### config.mk
export PLATFORM = sky130hd
export DESIGN_NAME = tstdp_weight_uart_tx
export DESIGN_NICKNAME = d
export VERILOG_FILES = /design/src/rtl/tstdp_uart_pkg.sv /design/src/rtl/uart_tx_byte.sv /design/src/rtl/tstdp_weight_uart_tx.sv
export SDC_FILE = /design/constraint.sdc
export NUM_CORES = 1
export LEC_CHECK = 0
export BUFFER_PORTS_ARGS = -buffer_cell sky130_fd_sc_hd__buf_2
export CORE_ASPECT_RATIO = 1.2
export CORE_MARGIN = 4
export CORE_UTILIZATION = 28
export CTS_BUF_LIST = sky130_fd_sc_hd__clkbuf_8
export DETAILED_ROUTE_END_ITERATION = 12
export HOLD_SLACK_MARGIN = 0.05
export PLACE_DENSITY = 0.5
export SLEW_MARGIN = 30
export SYNTH_ARGS = -nofsm -noshare
export SYNTH_HDL_FRONTEND = slang
export SYNTH_HIERARCHICAL = 1
export SYNTH_SLANG_ARGS = --single-unit
### constraint.sdc
create_clock -name clk -period 3 [get_ports clk]
set_input_delay 0 -clock clk [delete_from_list [all_inputs] [get_ports clk]]
set_output_delay 0 -clock clk [all_outputs]
set_load 0.03 [all_outputs]
### src/rtl/tstdp_uart_pkg.sv
// -----------------------------------------------------------------------------
// tstdp_uart_pkg
// Shared definitions for the TSTDP weight-logging UART transmitter:
//   SYNC_BYTE_DFLT  default first byte of every frame
//   FRAME_BYTES     bytes per frame (sync + 4 payload + checksum)
//   tx_state_t      per-byte serializer states
//   frame_checksum  modulo-256 sum of the four payload bytes
// -----------------------------------------------------------------------------
package tstdp_uart_pkg;

  localparam logic [7:0] SYNC_BYTE_DFLT = 8'hA5;
  localparam int         FRAME_BYTES    = 6;

  typedef enum logic [1:0] {
    IDLE  = 2'd0,
    START = 2'd1,
    DATA  = 2'd2,
    STOP  = 2'd3
  } tx_state_t;

  // Sum of the four little-endian payload bytes; the sync byte is not included.
  function automatic logic [7:0] frame_checksum(input logic [31:0] w);
    logic [7:0] sum;
    sum = w[7:0] + w[15:8] + w[23:16] + w[31:24];
    return sum;
  endfunction

endpackage

### src/rtl/uart_tx_byte.sv
// -----------------------------------------------------------------------------
// uart_tx_byte
// 8N1 serializer for one byte at a time. A byte offered with load_i while idle,
// or during the final cycle of a stop bit, starts its start bit on the very next
// cycle, so back-to-back bytes are sent with no gap.
// Ports:
//   clk, reset   clock, asynchronous active-high reset
//   load_i       data_i holds the next byte to send (accepted in IDLE or at
//                the last stop-bit cycle)
//   data_i       byte to send, LSB first
//   tx_o         registered serial line, idle high
//   done_o       high during the last cycle of the stop bit
// -----------------------------------------------------------------------------
module uart_tx_byte
  import tstdp_uart_pkg::*;
#(
  parameter int CLKS_PER_BIT = 434
) (
  input  logic       clk,
  input  logic       reset,
  input  logic       load_i,
  input  logic [7:0] data_i,
  output logic       tx_o,
  output logic       done_o
);

  localparam int             BW        = (CLKS_PER_BIT > 1) ? $clog2(CLKS_PER_BIT) : 1;
  localparam logic [BW-1:0]  BAUD_LAST = BW'(CLKS_PER_BIT - 1);

  tx_state_t     state_q, state_d;
  logic [BW-1:0] baud_q, baud_d;
  logic [2:0]    bit_idx_q, bit_idx_d;
  logic [7:0]    shift_q, shift_d;
  logic          tx_q, tx_d;
  logic          baud_end_s;

  assign baud_end_s = (baud_q == BAUD_LAST);

  // State register, counters, shifter and the registered serial line.
  always_ff @(posedge clk or posedge reset) begin
    if (reset) begin
      state_q   <= IDLE;
      baud_q    <= '0;
      bit_idx_q <= 3'd0;
      shift_q   <= 8'd0;
      tx_q      <= 1'b1;
    end else begin
      state_q   <= state_d;
      baud_q    <= baud_d;
      bit_idx_q <= bit_idx_d;
      shift_q   <= shift_d;
      tx_q      <= tx_d;
    end
  end

  // Next-state logic: each bit holds for exactly CLKS_PER_BIT cycles.
  always_comb begin
    state_d   = state_q;
    baud_d    = baud_q;
    bit_idx_d = bit_idx_q;
    shift_d   = shift_q;
    case (state_q)
      IDLE: begin
        baud_d    = '0;
        bit_idx_d = 3'd0;
        if (load_i) begin
          state_d = START;
          shift_d = data_i;
        end else begin
          state_d = IDLE;
        end
      end
      START: begin
        if (baud_end_s) begin
          state_d   = DATA;
          baud_d    = '0;
          bit_idx_d = 3'd0;
        end else begin
          baud_d = baud_q + BW'(1);
        end
      end
      DATA: begin
        if (baud_end_s) begin
          baud_d  = '0;
          shift_d = {1'b0, shift_q[7:1]};
          if (bit_idx_q == 3'd7) begin
            state_d = STOP;
          end else begin
            bit_idx_d = bit_idx_q + 3'd1;
          end
        end else begin
          baud_d = baud_q + BW'(1);
        end
      end
      STOP: begin
        if (baud_end_s) begin
          baud_d = '0;
          // Chaining the next byte here keeps the inter-byte gap at zero.
          if (load_i) begin
            state_d = START;
            shift_d = data_i;
          end else begin
            state_d = IDLE;
          end
        end else begin
          baud_d = baud_q + BW'(1);
        end
      end
      default: begin
        state_d   = IDLE;
        baud_d    = '0;
        bit_idx_d = 3'd0;
      end
    endcase
  end

  // Output decode from the next state so tx_q lines up with the state it shows.
  always_comb begin
    tx_d = 1'b1;
    case (state_d)
      START:   tx_d = 1'b0;
      DATA:    tx_d = shift_d[0];
      STOP:    tx_d = 1'b1;
      default: tx_d = 1'b1;
    endcase
  end

  assign tx_o   = tx_q;
  assign done_o = (state_q == STOP) && baud_end_s;

endmodule

### src/rtl/tstdp_weight_uart_tx.sv
// -----------------------------------------------------------------------------
// tstdp_weight_uart_tx
// Frames one signed 32-bit TSTDP weight sample per handshake as
//   SYNC_BYTE, w[7:0], w[15:8], w[23:16], w[31:24], checksum
// and sends it 8N1 on tx. Sample is taken only on the handshake cycle.
// Ports:
//   clk, reset    clock, asynchronous active-high reset
//   weight_in     signed weight sample
//   weight_valid  weight_in holds a sample to send
//   weight_ready  block can accept a sample this cycle (= !busy)
//   tx            UART serial line, idle high
//   busy          frame in progress
//   frame_done    one-cycle pulse in the idle cycle after the last stop bit
// -----------------------------------------------------------------------------
module tstdp_weight_uart_tx
  import tstdp_uart_pkg::*;
#(
  parameter int         CLKS_PER_BIT = 434,
  parameter logic [7:0] SYNC_BYTE    = SYNC_BYTE_DFLT
) (
  input  logic        clk,
  input  logic        reset,
  input  logic [31:0] weight_in,
  input  logic        weight_valid,
  output logic        weight_ready,
  output logic        tx,
  output logic        busy,
  output logic        frame_done
);

  localparam logic [2:0] LAST_BYTE = 3'(FRAME_BYTES - 1);

  logic [31:0] shadow_q, shadow_d;
  logic [7:0]  csum_q, csum_d;
  logic [2:0]  byte_idx_q, byte_idx_d;
  logic        busy_q, busy_d;
  logic        ready_q, ready_d;
  logic        done_q, done_d;

  logic        hs_s;
  logic        load_s;
  logic [7:0]  load_byte_s;
  logic        byte_done_s;

  // Frame byte for a given index; index 0 is the sync byte.
  function automatic logic [7:0] frame_byte(input logic [2:0]  idx,
                                            input logic [31:0] w,
                                            input logic [7:0]  cs);
    logic [7:0] b;
    case (idx)
      3'd1:    b = w[7:0];
      3'd2:    b = w[15:8];
      3'd3:    b = w[23:16];
      3'd4:    b = w[31:24];
      3'd5:    b = cs;
      default: b = SYNC_BYTE;
    endcase
    return b;
  endfunction

  assign hs_s = weight_valid && ready_q;

  // Byte sequencer registers and registered status outputs.
  always_ff @(posedge clk or posedge reset) begin
    if (reset) begin
      shadow_q   <= 32'd0;
      csum_q     <= 8'd0;
      byte_idx_q <= 3'd0;
      busy_q     <= 1'b0;
      ready_q    <= 1'b1;
      done_q     <= 1'b0;
    end else begin
      shadow_q   <= shadow_d;
      csum_q     <= csum_d;
      byte_idx_q <= byte_idx_d;
      busy_q     <= busy_d;
      ready_q    <= ready_d;
      done_q     <= done_d;
    end
  end

  // Sequencer: capture on handshake, then feed the next byte as each one ends.
  always_comb begin
    shadow_d    = shadow_q;
    csum_d      = csum_q;
    byte_idx_d  = byte_idx_q;
    busy_d      = busy_q;
    done_d      = 1'b0;
    load_s      = 1'b0;
    load_byte_s = SYNC_BYTE;
    if (hs_s) begin
      shadow_d    = weight_in;
      csum_d      = frame_checksum(weight_in);
      byte_idx_d  = 3'd0;
      busy_d      = 1'b1;
      load_s      = 1'b1;
      load_byte_s = SYNC_BYTE;
    end else if (byte_done_s) begin
      if (byte_idx_q < LAST_BYTE) begin
        byte_idx_d  = byte_idx_q + 3'd1;
        load_s      = 1'b1;
        load_byte_s = frame_byte(byte_idx_q + 3'd1, shadow_q, csum_q);
      end else begin
        busy_d = 1'b0;
        done_d = 1'b1;
      end
    end else begin
      load_s = 1'b0;
    end
    ready_d = ~busy_d;
  end

  uart_tx_byte #(
    .CLKS_PER_BIT (CLKS_PER_BIT)
  ) u_byte (
    .clk    (clk),
    .reset  (reset),
    .load_i (load_s),
    .data_i (load_byte_s),
    .tx_o   (tx),
    .done_o (byte_done_s)
  );

  assign weight_ready = ready_q;
  assign busy         = busy_q;
  assign frame_done   = done_q;

endmodule
==> reports/qor.txt, run 1 <==
Total CTS buffers - 9
Reg-to-Reg End - u_byte/shift_q[5]
WS Path Type - reg -> reg
Fin nets - 552
Yosys reg bits - 69
GPL Wtd Cong - 0.807
Antenna violations before repair - 0
Worst-Margin Slew - 0.739 ns
Total Wirelength - 9500 um
# diodes - 0
Synthesized cell area - 3980 um2
Max-cap viol count - 0
Post-Synth XOR/XNOR Area - 4.72%
R2R Path Start - u_byte/baud_q[1]
Fin. Hold Viols - 0
Main synth FF type - dfrtp_1
Post-Synth Simple-Gate Area - 15.6%
RSZ-0062 raised after global routing - false
Ports - 39
Clock tree buffer depth - 2
First-pass GRT wire length - 16,400 um
Crit path arrival time - 2.99 ns
Crit path buf inv count - 2
Synth area leader - dfrtp_1
Synth top area share - 42.1%
Status - completed
Fmax - 0.369 GHz
Crit path max-delay family - simple AND/OR/NAND/NOR gates
Most common cell after layout, fill and taps aside - nand2_1
Largest family of logic cells by synthesized area - compound AO/OA/AOI/OAI gates
Dpl hpwl - 6780 um
Largest net degree at the start of global routing - 71
Netlist cell types - 55
Die area - 16,200 um2
Vias in the first global route - 3,230
R2R Setup Slk - 0.29 ns
Commonest cells after routing, fill and taps aside - 80 x nand2_1, 67 x dfrtp_1, 46 x inv_1
Initial drt markers - 162
Post-cts sizing count - 0
Mapped Cells - 422
Hold Crit Class - in -> async
Worst-Skew Late Latency - 0.36 ns
Grt total ovfl - 0
Required time of the critical path - 3.29 ns
Reg clk slew, reported paths - 0.07 ns
Post-synthesis sequential area ratio - 43.5%
Post-Syn Area per Cell - 9.43 um2
Post-Layout Cell Count - 663
Die height - 139 um
Layout cell share with drive strength beyond 1 - 13.6%
Post-Synth Adder-Cell Area - 12.1%
Clock sink count - 69
Synth warn - 6
Width of the chip - 117 um
Core ar. - 13,900 um2
Synth Area in Compound Gates - 16.7%
CP startpoint kind - flip-flop
DRT antenna net count - 0
FF/Latch Area - 1730 um2
Max-slew violations - 0
CTS Hold Bufs - 33
Port bufs - 38
Critical path endpoint - u_byte/shift_q[5]
Critical Path Start - u_byte/baud_q[1]
Post-layout util - 34.9%
Drt via density - 4.76
Postcts setup bufs - 0
Post-synth EDFFs - 0
Routed WL per cell - 14.3 um
GRT Overall Usage - 12.8%
VDD IR-drop max - 211 uV
Syn nets - 487
DRC - 0
CTS tree - built
Tmin final - 2.71 ns
R2r worst-path depth - 11
Starting Density - 28.7%
Htree depth - 3
Clock Skew - 0.0142 ns
Mux contribution to synthesized area - 1.07%
Slew margin rel. - 50.7%
Layout fillers - 1,436
Row count - 47
Post-synth ARST share - 100%
Cells along the critical path - inv_1, ha_1, nand4bb_1, nor3_1, and2_1, nand2_1, nand2_1, buf_4, nand3_1, o21ai_1, a221o_1
Synth area leaders - dfrtp_1 42%, nand2_1 7.6%, fa_1 7.0%
CTS root buf - clkbuf_8
Crit Path Max Fanout - 9
Tcrit/Tclk final - 90.3%
Final Setup Violations - 0
Via count - 3,159
Total power - 2000 uW
Critical Path Stages - 11
Crit. End Element - flip-flop
Area of the multi-input gates - 2000 um2
Cell mode on critical path - nand2_1
Largest stage delay on the critical path - 0.41 ns
DR pass1 iterations - 7
Critical Path Slowest Stage Cell - dfrtp_1
Lkg Pwr - 0.00235 uW
P per Cell Area - 413 nW/um2
Dpl cells - 614
Area grow syn2layout - 21.9%
Setup_tns - 0 ns
Hold Slack - 0.243 ns
==> cells by family (layout without fill, tap and decap cells) <==
kind of cell               Yosys count  after routing
DFF                                 69             69
adders and majority gates           30             30
and+or+nand+nor                    138            138
AOI/OAI and AO/OA                   95             95
muxes                                4              4
xor gates and xnor gates            19             19
buffers and inverters               67            137
==> cell type report <==
| class | instances | share of cell area, % |
|---|---|---|
| inverter | 46 | 3.61 |
| clock inverter | 7 | 1.24 |
| tap | 171 | 4.41 |
| timing repair buffer | 75 | 11.4 |
| multi-input combinational | 286 | 41.2 |
| clock buffer | 9 | 2.55 |
| sequential | 69 | 35.7 |
==> worst min path at each step <==
| stage | start | cells after the start | endpoint |
|---|---|---|---|
| global route | reset | 3 | u_byte/baud_q[3] |
| global placement | weight_in[8] | 3 | shadow_q[8] |
| finish | reset | 3 | u_byte/baud_q[3] |
| detailed placement | reset | 2 | byte_idx_q[0] |
| CTS | weight_valid | 5 | u_byte/shift_q[2] |
| floorplan | reset | 1 | u_byte/baud_q[0] |
==> per-stage QoR <==
stage	cell area, um2	worst slack, ns
floorplan	3980	0.328
global placement	4330	0.430
detailed placement	4340	0.370
CTS	4850	0.320
global route	4850	0.0415
finish	4850	0.291
==> cells in the mapped netlist (all sizes together), types with 2 or more instances <==
| cell type | instances |
|---|---|
| ha | 16 |
| a21o | 4 |
| nand3 | 9 |
| dfrtp | 67 |
| nor2 | 18 |
| and2 | 2 |
| xnor2 | 15 |
| nand2 | 82 |
| and3 | 7 |
| buf | 5 |
| xor2 | 3 |
| a221o | 6 |
| a21oi | 10 |
| mux2i | 2 |
| a32oi | 3 |
| fa | 14 |
| a22oi | 2 |
| dfstp | 2 |
| or2 | 3 |
| a32o | 2 |
| nand2b | 3 |
| o2111ai | 2 |
| clkbuf | 16 |
| o31ai | 2 |
| nor3 | 5 |
| a221oi | 7 |
| o21ai | 35 |
| a222oi | 6 |
| a211oi | 5 |
| mux2 | 2 |
| inv | 46 |
| a31oi | 2 |
| o211ai | 2 |
==> sequential cells by signal, summed over array words and instances (netlist names), 2 cells and up <==
register / cells
shadow_q: 32
u_byte/baud_q: 9
csum_q: 8
u_byte/shift_q: 8
byte_idx_q: 3
u_byte/bit_idx_q: 3
u_byte/state_q: 2
==> tightest hold or removal path, delay by kind of cell <==
family                 cells  cell delay, ns
buffers and inverters      3            1.04
==> layer usage <==
metal  track usage, %  routed length [um]  vias to the layer above
li1                 -                   -                     1581
met1             17.3                4170                     1501
met2             20.3                4830                       69
met3             2.31                 385                        8
met4             4.71                 123                        0
met5                0                   0                        -
==> where the power goes <==
group	switching [uW]	internal, uW	leakage [uW]	total, uW
clock network	359	373	0.000101	732
logic	171	169	0.00132	340
registers	0	930	0.000931	930
total	529	1470	0.00235	2000
Note: power is estimated with default switching activity, not from simulation.
==> run 2: changes to the inputs <==
CORE_UTILIZATION = 30   (was 28)
PLACE_DENSITY = not set   (was 0.5)
==> run 2 against run 1 <==
Utilization is 2.9 points higher. Sequential share of layout area is essentially flat. Total power is 2.4% higher. Global-route usage rose by 0.14 points. Via count grew 0.79%. Fmax barely moved. Count of clock-buffer cells in the layout is 3 higher. Largest cell class unchanged. Largest power group unchanged.
==> reports/qor.txt, run 2 (synthesis gave the netlist of run 1 again) <==
Status - completed (unchanged)
Ports - 39 (unchanged)
GRT Overall Usage - 12.9% (was 12.8%)
Crit. End Element - flip-flop (unchanged)
Final Setup Violations - 0 (unchanged)
Die height - 134 um (was 139 um)
Dpl hpwl - 6500 um (was 6780 um)
First-pass GRT wire length - 15,600 um (was 16,400 um)
Htree depth - 3 (unchanged)
Setup_tns - 0 ns (unchanged)
DRT antenna net count - 0 (unchanged)
Area grow syn2layout - 22.0% (was 21.9%)
Total Wirelength - 9250 um (was 9500 um)
Largest net degree at the start of global routing - 67 (was 71)
Final setup margin - 0.290 ns (was 0.291 ns)
Reg clk slew, reported paths - 0.07 ns (about the same)
Biggest regs - shadow_q: 32 flops, u_byte/baud_q: 9 flops (unchanged)
CTS tree - built (unchanged)
Fmax - 0.369 GHz (about the same)
Lkg Pwr - 0.00236 uW (was 0.00235 uW)
Crit Path Max Fanout - 9 (unchanged)
Antenna violations before repair - 0 (unchanged)
Hold Startpoint - weight_valid
Required time of the critical path - 3.24 ns (was 3.29 ns)
WS Path Type - reg -> reg (unchanged)
Max-cap viol count - 0 (unchanged)
R2R Path Start - u_byte/baud_q[1] (unchanged)
Vias in the first global route - 3,189 (was 3,230)
Drt via density - 4.87 (was 4.76)
Max FFs per register - 32 (unchanged)
Critical Path Start - u_byte/baud_q[1] (unchanged)
VDD IR-drop max - 152 uV (was 211 uV)
Clock sink count - 69 (unchanged)
DR pass1 iterations - 8 (was 7)
R2R Setup Slk - 0.29 ns (about the same)
Fin. Hold Viols - 0 (unchanged)
Clock tree buffer depth - 2 (unchanged)
Layout cell share with drive strength beyond 1 - 13.5% (was 13.6%)
# diodes - 0 (unchanged)
Slew margin rel. - 52.8% (was 50.7%)
Top reg by flops - shadow_q (unchanged)
Max-slew violations - 0 (unchanged)
Row count - 45 (was 47)
CTS root buf - clkbuf_8 (unchanged)
Port bufs - 38 (unchanged)
Clock Skew - 0.00471 ns (was 0.0142 ns)
Initial drt markers - 169 (was 162)
Tmin final - 2.71 ns (about the same)
RSZ-0062 raised after global routing - false (unchanged)
Fin nets - 552 (unchanged)
DRC - 0 (unchanged)
Core ar. - 12,800 um2 (was 13,900 um2)
Most common cell after layout, fill and taps aside - nand2_1 (unchanged)
Grt total ovfl - 0 (unchanged)
Die area - 15,200 um2 (was 16,200 um2)
Tcrit/Tclk final - 90.3% (about the same)
Worst-Skew Late Latency - 0.35 ns (was 0.36 ns)
Crit path arrival time - 2.95 ns (was 2.99 ns)
Pre-CTS setup slack - 0.319 ns (was 0.370 ns)
Commonest cells after routing, fill and taps aside - 80 x nand2_1, 67 x dfrtp_1, 45 x inv_1 (was 80 x nand2_1, 67 x dfrtp_1, 46 x inv_1)
GPL Wtd Cong - 0.766 (was 0.807)
Hold Crit Class - in -> reg (was in -> async)
Starting Density - 31.0% (was 28.7%)
Via count - 3,184 (was 3,159)
P per Cell Area - 422 nW/um2 (was 413 nW/um2)
Width of the chip - 113 um (was 117 um)
Post-cts sizing count - 0 (unchanged)
Routed WL per cell - 14.1 um (was 14.3 um)
Worst-Margin Slew - 0.708 ns (was 0.739 ns)
CP startpoint kind - flip-flop (unchanged)
Total CTS buffers - 9 (unchanged)
run 2: changes by cell type in the layout (fill, tap and decap cells not counted):
| cell | change |
|---|---|
| clkbuf_8 | +3 |
| clkinv_2 | -3 |
| clkinvlp_4 | -1 |
| inv_1 | -1 |
run 2: worst paths after layout:
check                                    endpoint  cells after the start
max in group asynchronous             shadow_q[6]                      3
worst min register to register          csum_q[0]                      2
min in group asynchronous        u_byte/baud_q[2]                      3
worst max-delay path            u_byte/shift_q[4]                     10
worst min-delay path                  shadow_q[7]                      4
worst max register to register  u_byte/shift_q[4]                     10
run 2: final cells by class:
class,count,area [um2]
Fill cell,1292,7980
Multi-Input combinational cell,286,2000
Sequential cell,69,1730
Timing Repair Buffer,75,551
Tap cell,164,205
Inverter,46,175
Clock buffer,12,165
Clock inverter,2,33.8
run 2: report_power, final:
| part | switching [uW] | total [uW] | internal (uW) |
|---|---|---|---|
| registers | 0 | 930 | 930 |
| logic | 171 | 340 | 169 |
| clock network | 339 | 779 | 440 |
| total | 510 | 2050 | 1540 |
run 2: per-layer routing:
layer	vias to the layer above	track usage, %	wire, um	part of all wire [%]
met5	-	0	0	0
met3	12	2.84	330	3.6
met1	1542	15.6	4050	44
met4	0	5.08	149	1.6
met2	61	22.3	4730	51
li1	1569	-	-	-
run 2: timing repair:
action                                 CTS  global route
endpoints found under the hold margin  100             0
setup buffers                            0             0
hold buffers                            33             0
run 2: per-stage QoR:
step	total power [uW]	utilization (%)	hold WS [ns]	instance area, um2	std cells
final	2050	37.8	0.0770	4860	654
after floorplan	1180	-	0.00118	3980	422
after CTS	2080	37.8	0.0585	4860	654
after global routing	2150	37.8	0.0986	4860	654
after global placement	1250	33.7	0.221	4320	607
after detailed placement	1260	33.7	0.120	4330	607
run 2: critical path: stages, from the launching register on:
cell       delay (ns)
dfrtp_1          0.40
inv_1            0.06
ha_1             0.15
nand4bb_1        0.20
nor3_1           0.33
and2_1           0.40
nand2_1          0.08
nand2_1          0.19
o21ai_0          0.16
a21o_1           0.24
a221o_1          0.36
